$ cat src/rtl/seq_multiplier_radix_taint_pkg.sv
// Shared definitions for the taint-tracked radix-2^k sequential multiplier.
//   state_t     : FSM state encoding (IDLE, LOAD, RUN, FIX, DONE)
//   cnt_width() : width of the RUN-cycle counter, able to hold N = WIDTH/BITS_PER_CYCLE
//   smear()     : set every bit at or above the lowest set bit (0 stays 0)
package seq_multiplier_radix_taint_pkg;

    typedef enum logic [2:0] {
        IDLE,
        LOAD,
        RUN,
        FIX,
        DONE
    } state_t;

    // smear() works on a fixed wide vector; callers zero-extend into it and
    // truncate back. Both steps are exact because the lowest set bit does not
    // move. This covers operand widths up to 128 bits.
    localparam int SMEAR_W = 256;

    function automatic int cnt_width(input int width, input int bits_per_cycle);
        return $clog2(width / bits_per_cycle + 1);
    endfunction

    // x | -x : -x keeps the lowest set bit, clears the bits below it and
    // inverts the bits above it. OR-ing with x therefore sets everything above.
    function automatic logic [SMEAR_W-1:0] smear(input logic [SMEAR_W-1:0] x);
        return x | (-x);
    endfunction

endpackage

$ cat src/rtl/seq_multiplier_radix_taint_if.sv
// Request/response bundle of the multiplier, with a shadow taint bit for
// every signal (suffix _t).
//   master : drives start, signed_mode, multiplier, multiplicand (+ taints)
//   slave  : drives ready, product, productDone (+ taints)
interface seq_multiplier_radix_taint_if #(
    parameter int WIDTH = 32
);
    logic                 start;
    logic                 start_t;
    logic                 signed_mode;
    logic                 signed_mode_t;
    logic [WIDTH-1:0]     multiplier;
    logic [WIDTH-1:0]     multiplier_t;
    logic [WIDTH-1:0]     multiplicand;
    logic [WIDTH-1:0]     multiplicand_t;
    logic                 ready;
    logic                 ready_t;
    logic [2*WIDTH-1:0]   product;
    logic [2*WIDTH-1:0]   product_t;
    logic                 productDone;
    logic                 productDone_t;

    modport master (
        output start, start_t, signed_mode, signed_mode_t,
               multiplier, multiplier_t, multiplicand, multiplicand_t,
        input  ready, ready_t, product, product_t, productDone, productDone_t
    );

    modport slave (
        input  start, start_t, signed_mode, signed_mode_t,
               multiplier, multiplier_t, multiplicand, multiplicand_t,
        output ready, ready_t, product, product_t, productDone, productDone_t
    );
endinterface

$ cat src/rtl/seq_multiplier_radix_taint_radix_pp_taint.sv
// Combinational partial product for one RUN cycle: digit * b, placed at bit
// position `shift`, together with its conservative taint.
//   digit, digit_t : current multiplier digit and its taint
//   b, b_t         : multiplicand magnitude and its taint
//   shift          : weight of the digit (cnt * BITS_PER_CYCLE)
//   pp, pp_t       : positioned partial product and its taint
module radix_pp_taint #(
    parameter int WIDTH          = 32,
    parameter int BITS_PER_CYCLE = 2,
    parameter int SHIFT_W        = 6
) (
    input  logic [BITS_PER_CYCLE-1:0] digit,
    input  logic [BITS_PER_CYCLE-1:0] digit_t,
    input  logic [WIDTH-1:0]          b,
    input  logic [WIDTH-1:0]          b_t,
    input  logic [SHIFT_W-1:0]        shift,
    output logic [2*WIDTH-1:0]        pp,
    output logic [2*WIDTH-1:0]        pp_t
);
    localparam int PW = 2 * WIDTH;

    logic [PW-1:0] b_ext;
    logic [PW-1:0] bt_ext;
    logic [PW-1:0] d_ext;

    assign b_ext  = {{WIDTH{1'b0}}, b};
    assign bt_ext = {{WIDTH{1'b0}}, b_t};
    assign d_ext  = {{(PW-BITS_PER_CYCLE){1'b0}}, digit};

    assign pp = (b_ext * d_ext) << shift;

    // A tainted digit can select any multiple of b, so everything from its
    // weight upward is suspect. A known non-zero digit only exposes b's taint;
    // a known zero digit contributes nothing.
    always_comb begin
        pp_t = '0;
        if (|digit_t) begin
            pp_t = {PW{1'b1}} << shift;
        end else if (digit != '0) begin
            pp_t = bt_ext << shift;
        end
    end
endmodule

$ cat src/rtl/seq_multiplier_radix_taint.sv
// Taint-tracked sequential multiplier retiring BITS_PER_CYCLE multiplier bits
// per cycle, with optional two's-complement operands. Fixed latency N+3 from
// accept to productDone, N = WIDTH / BITS_PER_CYCLE.
//   clk : rising-edge clock
//   rst : synchronous active-low reset
//   bus : request (start, signed_mode, operands) and response (ready,
//         product, productDone), each with a shadow taint
// WIDTH must be >= 2 and <= 128; BITS_PER_CYCLE in {1,2,4} dividing WIDTH.
module seq_multiplier_radix_taint
    import seq_multiplier_radix_taint_pkg::*;
#(
    parameter int WIDTH          = 32,
    parameter int BITS_PER_CYCLE = 2
) (
    input  logic                        clk,
    input  logic                        rst,
    seq_multiplier_radix_taint_if.slave bus
);
    localparam int PW      = 2 * WIDTH;
    localparam int N       = WIDTH / BITS_PER_CYCLE;
    localparam int CW      = cnt_width(WIDTH, BITS_PER_CYCLE);
    localparam int SHIFT_W = $clog2(PW);

    state_t            state, state_nxt;
    logic [CW-1:0]     cnt;
    logic [WIDTH-1:0]  a_reg, a_t, b_reg, b_t;
    logic              mode, mode_t, neg, neg_t, ctrl_t;
    logic [PW-1:0]     acc, acc_t, product, product_t;
    logic [PW-1:0]     pp, pp_t;
    logic [SHIFT_W-1:0] shift;
    logic              ready, done, run_last;

    // RUN lasts N+1 cycles: N accumulating digits, then one cycle at cnt == N
    // that only hands over to FIX. This keeps latency at N+3.
    assign run_last = (cnt == CW'(N));
    assign shift    = SHIFT_W'(int'(cnt) * BITS_PER_CYCLE);

    radix_pp_taint #(
        .WIDTH          (WIDTH),
        .BITS_PER_CYCLE (BITS_PER_CYCLE),
        .SHIFT_W        (SHIFT_W)
    ) u_pp (
        .digit   (a_reg[BITS_PER_CYCLE-1:0]),
        .digit_t (a_t[BITS_PER_CYCLE-1:0]),
        .b       (b_reg),
        .b_t     (b_t),
        .shift   (shift),
        .pp      (pp),
        .pp_t    (pp_t)
    );

    // NOTE: state is updated with non-blocking assignments so every register
    // in the design samples the same pre-edge values.
    always_ff @(posedge clk) begin
        if (!rst) state <= IDLE;
        else      state <= state_nxt;
    end

    always_comb begin
        // NOTE: defaults first so no path leaves an output unassigned (no latch).
        state_nxt = state;
        ready     = 1'b0;
        done      = 1'b0;
        case (state)
            IDLE: begin
                ready = 1'b1;
                if (bus.start) state_nxt = LOAD;
            end
            LOAD:    state_nxt = RUN;
            RUN:     if (run_last) state_nxt = FIX;
            FIX:     state_nxt = DONE;
            DONE: begin
                done      = 1'b1;
                state_nxt = IDLE;
            end
            default: state_nxt = IDLE;
        endcase
    end

    always_ff @(posedge clk) begin
        if (!rst) begin
            // NOTE: every datapath and shadow register is cleared, not just the
            // control state: product and all taints must read 0 after reset.
            cnt       <= '0;
            a_reg     <= '0;
            a_t       <= '0;
            b_reg     <= '0;
            b_t       <= '0;
            mode      <= 1'b0;
            mode_t    <= 1'b0;
            neg       <= 1'b0;
            neg_t     <= 1'b0;
            ctrl_t    <= 1'b0;
            acc       <= '0;
            acc_t     <= '0;
            product   <= '0;
            product_t <= '0;
        end else begin
            case (state)
                IDLE: begin
                    ctrl_t <= bus.start_t;
                    if (bus.start) begin
                        a_reg  <= bus.multiplier;
                        a_t    <= bus.multiplier_t;
                        b_reg  <= bus.multiplicand;
                        b_t    <= bus.multiplicand_t;
                        mode   <= bus.signed_mode;
                        mode_t <= bus.signed_mode_t;
                    end
                end
                LOAD: begin
                    // -x of the most-negative value wraps to itself, which read
                    // as unsigned is exactly the magnitude 2^(W-1).
                    if (mode) begin
                        a_reg <= a_reg[WIDTH-1] ? -a_reg : a_reg;
                        b_reg <= b_reg[WIDTH-1] ? -b_reg : b_reg;
                    end
                    neg <= mode & (a_reg[WIDTH-1] ^ b_reg[WIDTH-1]);
                    // A possibly-taken conditional negate carries upward from
                    // the lowest tainted bit, hence the smear.
                    if (mode || mode_t) begin
                        a_t   <= WIDTH'(smear(SMEAR_W'(a_t)));
                        b_t   <= WIDTH'(smear(SMEAR_W'(b_t)));
                        neg_t <= mode_t | a_t[WIDTH-1] | b_t[WIDTH-1];
                    end else begin
                        neg_t <= 1'b0;
                    end
                    acc   <= '0;
                    acc_t <= '0;
                    cnt   <= '0;
                end
                RUN: begin
                    if (!run_last) begin
                        acc   <= acc + pp;
                        acc_t <= PW'(smear(SMEAR_W'(acc_t | pp_t)));
                        a_reg <= a_reg >> BITS_PER_CYCLE;
                        a_t   <= a_t >> BITS_PER_CYCLE;
                        cnt   <= cnt + CW'(1);
                    end
                end
                FIX: begin
                    product <= neg ? -acc : acc;
                    if (neg_t)    product_t <= {PW{1'b1}};
                    else if (neg) product_t <= PW'(smear(SMEAR_W'(acc_t)));
                    else          product_t <= acc_t;
                end
                default: ;
            endcase
        end
    end

    assign bus.ready         = ready;
    assign bus.ready_t       = ctrl_t;
    assign bus.productDone   = done;
    assign bus.productDone_t = ctrl_t;
    assign bus.product       = product;
    assign bus.product_t     = product_t;
endmodule

$ cat src/flat_wrapper.sv
// flat-port wrapper written by rule: the top's interface ports become plain ports
module seq_multiplier_radix_taint_flat import seq_multiplier_radix_taint_pkg::*;
#(
    parameter int WIDTH          = 32,
    parameter int BITS_PER_CYCLE = 2
)
  (clk, rst, bus_start, bus_start_t, bus_signed_mode, bus_signed_mode_t, bus_multiplier, bus_multiplier_t, bus_multiplicand, bus_multiplicand_t, bus_ready, bus_ready_t, bus_product, bus_product_t, bus_productDone, bus_productDone_t);
  seq_multiplier_radix_taint_if #(.WIDTH(WIDTH)) bus_i ();
  input  logic clk;
  input  logic rst;
  input wire logic [$bits(bus_i.start)-1:0] bus_start;
  input wire logic [$bits(bus_i.start_t)-1:0] bus_start_t;
  input wire logic [$bits(bus_i.signed_mode)-1:0] bus_signed_mode;
  input wire logic [$bits(bus_i.signed_mode_t)-1:0] bus_signed_mode_t;
  input wire logic [$bits(bus_i.multiplier)-1:0] bus_multiplier;
  input wire logic [$bits(bus_i.multiplier_t)-1:0] bus_multiplier_t;
  input wire logic [$bits(bus_i.multiplicand)-1:0] bus_multiplicand;
  input wire logic [$bits(bus_i.multiplicand_t)-1:0] bus_multiplicand_t;
  output wire logic [$bits(bus_i.ready)-1:0] bus_ready;
  output wire logic [$bits(bus_i.ready_t)-1:0] bus_ready_t;
  output wire logic [$bits(bus_i.product)-1:0] bus_product;
  output wire logic [$bits(bus_i.product_t)-1:0] bus_product_t;
  output wire logic [$bits(bus_i.productDone)-1:0] bus_productDone;
  output wire logic [$bits(bus_i.productDone_t)-1:0] bus_productDone_t;
  assign bus_i.start = bus_start;
  assign bus_i.start_t = bus_start_t;
  assign bus_i.signed_mode = bus_signed_mode;
  assign bus_i.signed_mode_t = bus_signed_mode_t;
  assign bus_i.multiplier = bus_multiplier;
  assign bus_i.multiplier_t = bus_multiplier_t;
  assign bus_i.multiplicand = bus_multiplicand;
  assign bus_i.multiplicand_t = bus_multiplicand_t;
  assign bus_ready = bus_i.ready;
  assign bus_ready_t = bus_i.ready_t;
  assign bus_product = bus_i.product;
  assign bus_product_t = bus_i.product_t;
  assign bus_productDone = bus_i.productDone;
  assign bus_productDone_t = bus_i.productDone_t;
  seq_multiplier_radix_taint #(.WIDTH(WIDTH), .BITS_PER_CYCLE(BITS_PER_CYCLE)) u_core (.clk(clk), .rst(rst), .bus(bus_i));
endmodule
$ cat config.mk
export PLATFORM = sky130hd
export DESIGN_NAME = seq_multiplier_radix_taint_flat
export DESIGN_NICKNAME = d
export VERILOG_FILES = /design/src/rtl/seq_multiplier_radix_taint_pkg.sv /design/src/rtl/seq_multiplier_radix_taint_if.sv /design/src/rtl/seq_multiplier_radix_taint_radix_pp_taint.sv /design/src/rtl/seq_multiplier_radix_taint.sv /design/src/flat_wrapper.sv
export SDC_FILE = /design/constraint.sdc
export NUM_CORES = 2
export LEC_CHECK = 0
export CAP_MARGIN = 20
export CORE_MARGIN = 2
export CORE_UTILIZATION = 45
export CTS_CLUSTER_DIAMETER = 60
export DETAILED_ROUTE_END_ITERATION = 7
export GPL_TIMING_DRIVEN = 0
export PLACE_DENSITY_LB_ADDON = 0.2
export SLEW_MARGIN = 20
export SYNTH_ARGS = -nofsm -noshare
export SYNTH_HDL_FRONTEND = slang
export SYNTH_SLANG_ARGS = --single-unit
$ cat constraint.sdc
create_clock -name clk -period 7.8 [get_ports clk]
set_input_delay 0.78 -clock clk [delete_from_list [all_inputs] [get_ports clk]]
set_output_delay 0.78 -clock clk [all_outputs]
set_load 0.005 [all_outputs]
Word level (Yosys, flattened, before mapping)
Cells that the tools add are included.

Output and inout port bits: 132. Register bits after elaboration: 397. Word-level logic and storage cells: 100. Input port bits: 134.

$add $sub $neg: 9. Bitwise operators: 9. Mux-type cells: 33. Reductions and logical operators: 16. Shift operators: 3. Eq/ne operators: 12. $mul: 1.

Operators by type and width (count): 2-to-1 mux 64 bit (7); 2-to-1 mux 32 bit (12); case mux 64 bit (2 select lines) (2); negation 64 bit (3); OR 64 bit (3); case mux 32 bit (3 select lines) (2); negation 32 bit (4); case mux 32 bit (2 select lines) (2); adder 64 bit (1); OR 32 bit (2); << shifter 32 x 6 -> 64 bit (1); << shifter 64 x 6 -> 64 bit (1); << shifter 64 x 6 -> 64 bit, first input constant (1); multiplier 32 x 2 -> 34 bit (1); case mux 3 bit (4 select lines) (1); AND reduction 4 bit (3); inequality test 2 x 1 -> 1 bit, second input constant (5); case mux 5 bit (2 select lines) (1); equality test 3 x 2 -> 1 bit, second input constant (2); 2-to-1 mux 3 bit (2); AND reduction 2 bit (3); AND reduction 3 bit (2); nonzero test 2 bit (3); adder 5 x 1 -> 5 bit, second input constant (1); 14 further kinds (18).

Depth between registers and ports, before layout
Depth after elaboration: 8. Depth in mapped cells: 30.

By module
Synthesis repeated with hierarchy kept, for this count alone.

Cell total of the unflattened synthesis: 4320. Area, all modules: 31082.3 um^2.

Modules (own cells, without submodules): seq_multiplier_radix_taint (cells an instance 2992, area each 22641.7 um^2, instances 1); radix_pp_taint (cells an instance 1328, area each 8440.6 um^2, instances 1).

Worst setup path before layout
No wires, ideal clock.

Path type: reg-to-reg. Start point: register u_core.a_reg[1]. End point: register u_core.acc[60]. Library setup time: 0.062 ns. Required time: 7.738 ns. Stages on the path, launching flop included: 29. Data arrival time: 6.752 ns. Buffers on the path: 2. Path slack: 0.986 ns. Path through: dfxtp_1 clkbuf_1 clkbuf_1 nand2_1 inv_1 ha_1 a21o_1 a21o_1 a2111oi_0 o21a_1 a211oi_1 a31o_2 a211oi_1 xnor2_1 a221o_1 o21ai_0 a31oi_1 ha_1 and2_1 and3_1 nand3_1 or4_1 nor3_1 o21a_1 o2111ai_1 a21boi_0 a21oi_1 or4_1 nand3_1.

Longest elaborated chain between the ends: 5.

RTL lines: start: declaration (line seq_multiplier_radix_taint.sv:26) `logic [WIDTH-1:0] a_reg, a_t, b_reg, b_t;`; start signal: assignment (line seq_multiplier_radix_taint.sv:103) `a_reg <= bus.multiplier;`; start signal: assignment (line seq_multiplier_radix_taint.sv:115) `a_reg <= a_reg[WIDTH-1] ? -a_reg : a_reg;`; start signal: assignment (line seq_multiplier_radix_taint.sv:136) `a_reg <= a_reg >> BITS_PER_CYCLE;`; multiplier 32 x 2 -> 34 bit (line seq_multiplier_radix_taint_radix_pp_taint.sv:30) `assign pp = (b_ext * d_ext) << shift;`; << shifter 64 x 6 -> 64 bit (line seq_multiplier_radix_taint_radix_pp_taint.sv:30); adder 64 bit (line seq_multiplier_radix_taint.sv:134) `acc <= acc + pp;`; 2-to-1 mux 64 bit (line seq_multiplier_radix_taint.sv:133) `if (!run_last) begin`; case mux 64 bit (2 select lines) (line seq_multiplier_radix_taint.sv:99) `case (state)`; end signal: assignment (line seq_multiplier_radix_taint.sv:134); end: declaration (line seq_multiplier_radix_taint.sv:28) `logic [PW-1:0] acc, acc_t, product, product_t;`.

Every way passes these cells. The select of a mux whose other input is x is not followed. A chain may end at the register's enable or synchronous reset.

Final worst setup path
Start point: register u_core.a_reg[0]. End point: register u_core.acc[60].

Same word-level chain as after synthesis.

==> impl_metrics.yaml <==
synth:
  netlist_instances: 4054
  yosysMostFrequentCell: "nor2_1"
  synth-seq-cells: 397
  synth_area_mm2: 0.0298
  synth.avg_cell_area_um2: 7.34
  yosysWarnings: 0
  synth_fp_nets: 4292
  synthFlopType: "dfxtp_1"
  yosys.area.top_type: "dfxtp_1"
  synth_cell_types: 94
  synthTopCellsByArea: "dfxtp_1 (27%), a21oi_1 (7.1%), nor2_1 (6.2%), o21ai_0 (5.5%), nand2_1 (4.7%)"
  synth_edf_count: 0
  yosysSeqAreaShare_pct: 26.7
  synth_top_area_share_pct: 26.7
  synth.cells.most_frequent: "nor2_1 (492), a21oi_1 (421), dfxtp_1 (397), nand2_1 (375), o21ai_0 (329)"
  synthArstFlopShare_pct: 0
final_layout:
  fill_cells: 6585
  fin_area_mm2: 0.0355
  drive_above_1_share_pct: 6.21
  area.growth.synth_to_final_pct: 19.4
  nets: 4612
  final_util_pct: 54.2
detailed_routing:
  ant_nets: 0
  drt-pass1-iter-count: 8
  wirelength_mm: 142
  wl_per_cell_um: 26.9
  drt-initial-drc-count: 4027
  vias: 34286
  via_per_inst: 6.49
  drc: 0
global_routing:
  grt-busiest-layer: "met2"
  track_usage_pct: 40.1
  grt_pass1_vias: 31271
  antenna_found_initial: 8
  grt_util_met1_pct: 53.9
  grt_overflow_total: 0
  grt_pass1_wl_mm: 205
  met3_usage_pct: 8.78
  grt_max_degree: 20
  grt_use_met2_pct: 61.4
floorplanning:
  die_height_um: 261
  fp.dieW_um: 261
  start_util_pct: 45.4
  row_count: 94
  core_mm2: 0.0656
  io_pins: 266
  die-area_mm2: 0.0682
clock_network:
  cts_tree: "built"
  cts_sinks: 397
  cts_max_level: 2
  cts_buffers: 51
  clockBufferDepth: 3
  clk_latency_ns: 0.62
  clock_tree.root_cell: "clkbuf_16"
  path_clk_slew_ns: 0.05
worst_setup_path:
  crit_type: "reg2reg"
  cp.required_ns: 8.35
  crit_fanout: 10
  cp-start-kind: "register"
  crit_arrival_ns: 8.14
  end_kind: "register"
sta:
  finalCritPeriodShare_pct: 97.3
  relSlewSlack_pct: 17.8
  tightest_slew_ns: 1.23
  drv_slew: 0
  hold_viol_final: 0
  layout_min_cycle_time_ns: 7.59
  setup_viol: 0
  fin_setup_tns_ns: 0
  skew_ns: 0.0246
  max_freq_ghz: 0.132
placed_design:
  placed_area_mm2: 0.0335
  post-dp-hpwl_mm: 111
  io_buffers: 265
  place.gp.congestion: 1.04
min_path:
  min_path_type: "reg2reg"
job:
  maxCapViolations: 0
power:
  p_leak_nw: 13.8
  p_total_w: 0.00667
  p_per_area_mw_per_mm2: 188
  vdd_drop_max_mv: 0.186
run_status:
  status: "complete, no violations"
==> metrics by stage <==
stage	worst slack [ns]	instances	hold WS, ns
floorplan	0.986	4054	0.433
global placement	-1.26	5183	0.439
detailed placement	-1.21	5184	0.443
CTS	0.0106	5274	0.450
global route	-0.00834	5275	0.469
finish	0.212	5280	0.446
==> cells in the final DEF (no fill, tap or decap), drive strengths merged, types with 79 or more instances in the layout <==
master,count
nor2,493
a21oi,421
dfxtp,397
nand2,375
o21ai,331
clkbuf,327
clkdlybuf4s50,265
nor3,129
nand3,120
a211oi,108
ha,102
and2,88
xor2,84
a21o,79
==> power breakdown <==
| group | total [W] | switching [W] | internal, W |
|---|---|---|---|
| Combinational | 0.00181 | 0.00118 | 0.000630 |
| Sequential | 0.00237 | 0.000199 | 0.00217 |
| Clock | 0.00249 | 0.00102 | 0.00148 |
==> path summary, 6_finish.rpt <==
kind	start	end	slack, ns	depth (start not counted)
max	u_core.a_reg[0]$_SDFFE_PN0P_	u_core.acc[60]$_SDFFE_PN0P_	0.21	27
min reg2reg	u_core.bus.product[50]$_SDFFE_PN0P_	u_core.bus.product[50]$_SDFFE_PN0P_	0.45	2
max reg2reg	u_core.a_reg[0]$_SDFFE_PN0P_	u_core.acc[60]$_SDFFE_PN0P_	0.21	27
min	u_core.bus.product[50]$_SDFFE_PN0P_	u_core.bus.product[50]$_SDFFE_PN0P_	0.45	2
==> cell type report <==
type / count / area, um2 / share of cell area, %
multi-input cells: 3287 / 20600 / 58.0
well taps: 864 / 1080 / 3.04
inverters: 69 / 259 / 0.729
clock buffers: 71 / 1490 / 4.20
flip-flops and latches: 397 / 7950 / 22.4
repair buffers: 271 / 2700 / 7.60
diodes: 5 / 12.5 / 0.0352
clock inverters: 19 / 251 / 0.707
plain buffers: 297 / 1190 / 3.35
==> repair_timing <==
item	CTS	global route
hold buffers	0	0
endpoints found under the setup margin	24	22
pin swaps	2	4
setup buffers	1	4
gates resized for setup	25	41
cloned	0	0
==> logic make-up after synthesis <==
| group | share of synthesized area, % |
|---|---|
| AOI/OAI and AO/OA | 30.6 |
| xor gates and xnor gates | 4.47 |
| adders and majority gates | 4.42 |
| buffers and inverters | 4.84 |
| DFF | 26.7 |
| muxes | 5.04 |
| and+or+nand+nor | 23.9 |
==> worst max-delay path, stage by stage, from the launching register on <==
cell       delay (ns)
dfxtp_1          0.48
clkbuf_4         0.28
clkbuf_2         0.21
and2_1           0.15
ha_1             0.24
clkbuf_1         0.24
a21o_1           0.29
or2_2            0.31
a2111oi_1        0.37
a211oi_2         0.20
a31o_2           0.32
a211oi_4         0.30
xnor2_1          0.14
a221o_1          0.40
o21ai_2          0.20
a31oi_1          0.21
ha_1             0.43
and2_1           0.27
and3_1           0.21
nand3_1          0.17
or4_1            0.58
nor3_1           0.19
o21a_1           0.19
o2111ai_2        0.19
a21boi_4         0.32
a21oi_2          0.12
or4_1            0.42
nand3_1          0.09
==> metal layers <==
metal	up-vias	routed length (um)	part of all wire, %
met2	1903	61300	43
met3	314	14500	10
met5	-	71	0.050
li1	15700	-	-
met4	10	6840	4.8
met1	16359	59300	42
No activity file was read; power rests on OpenSTA's default activity.
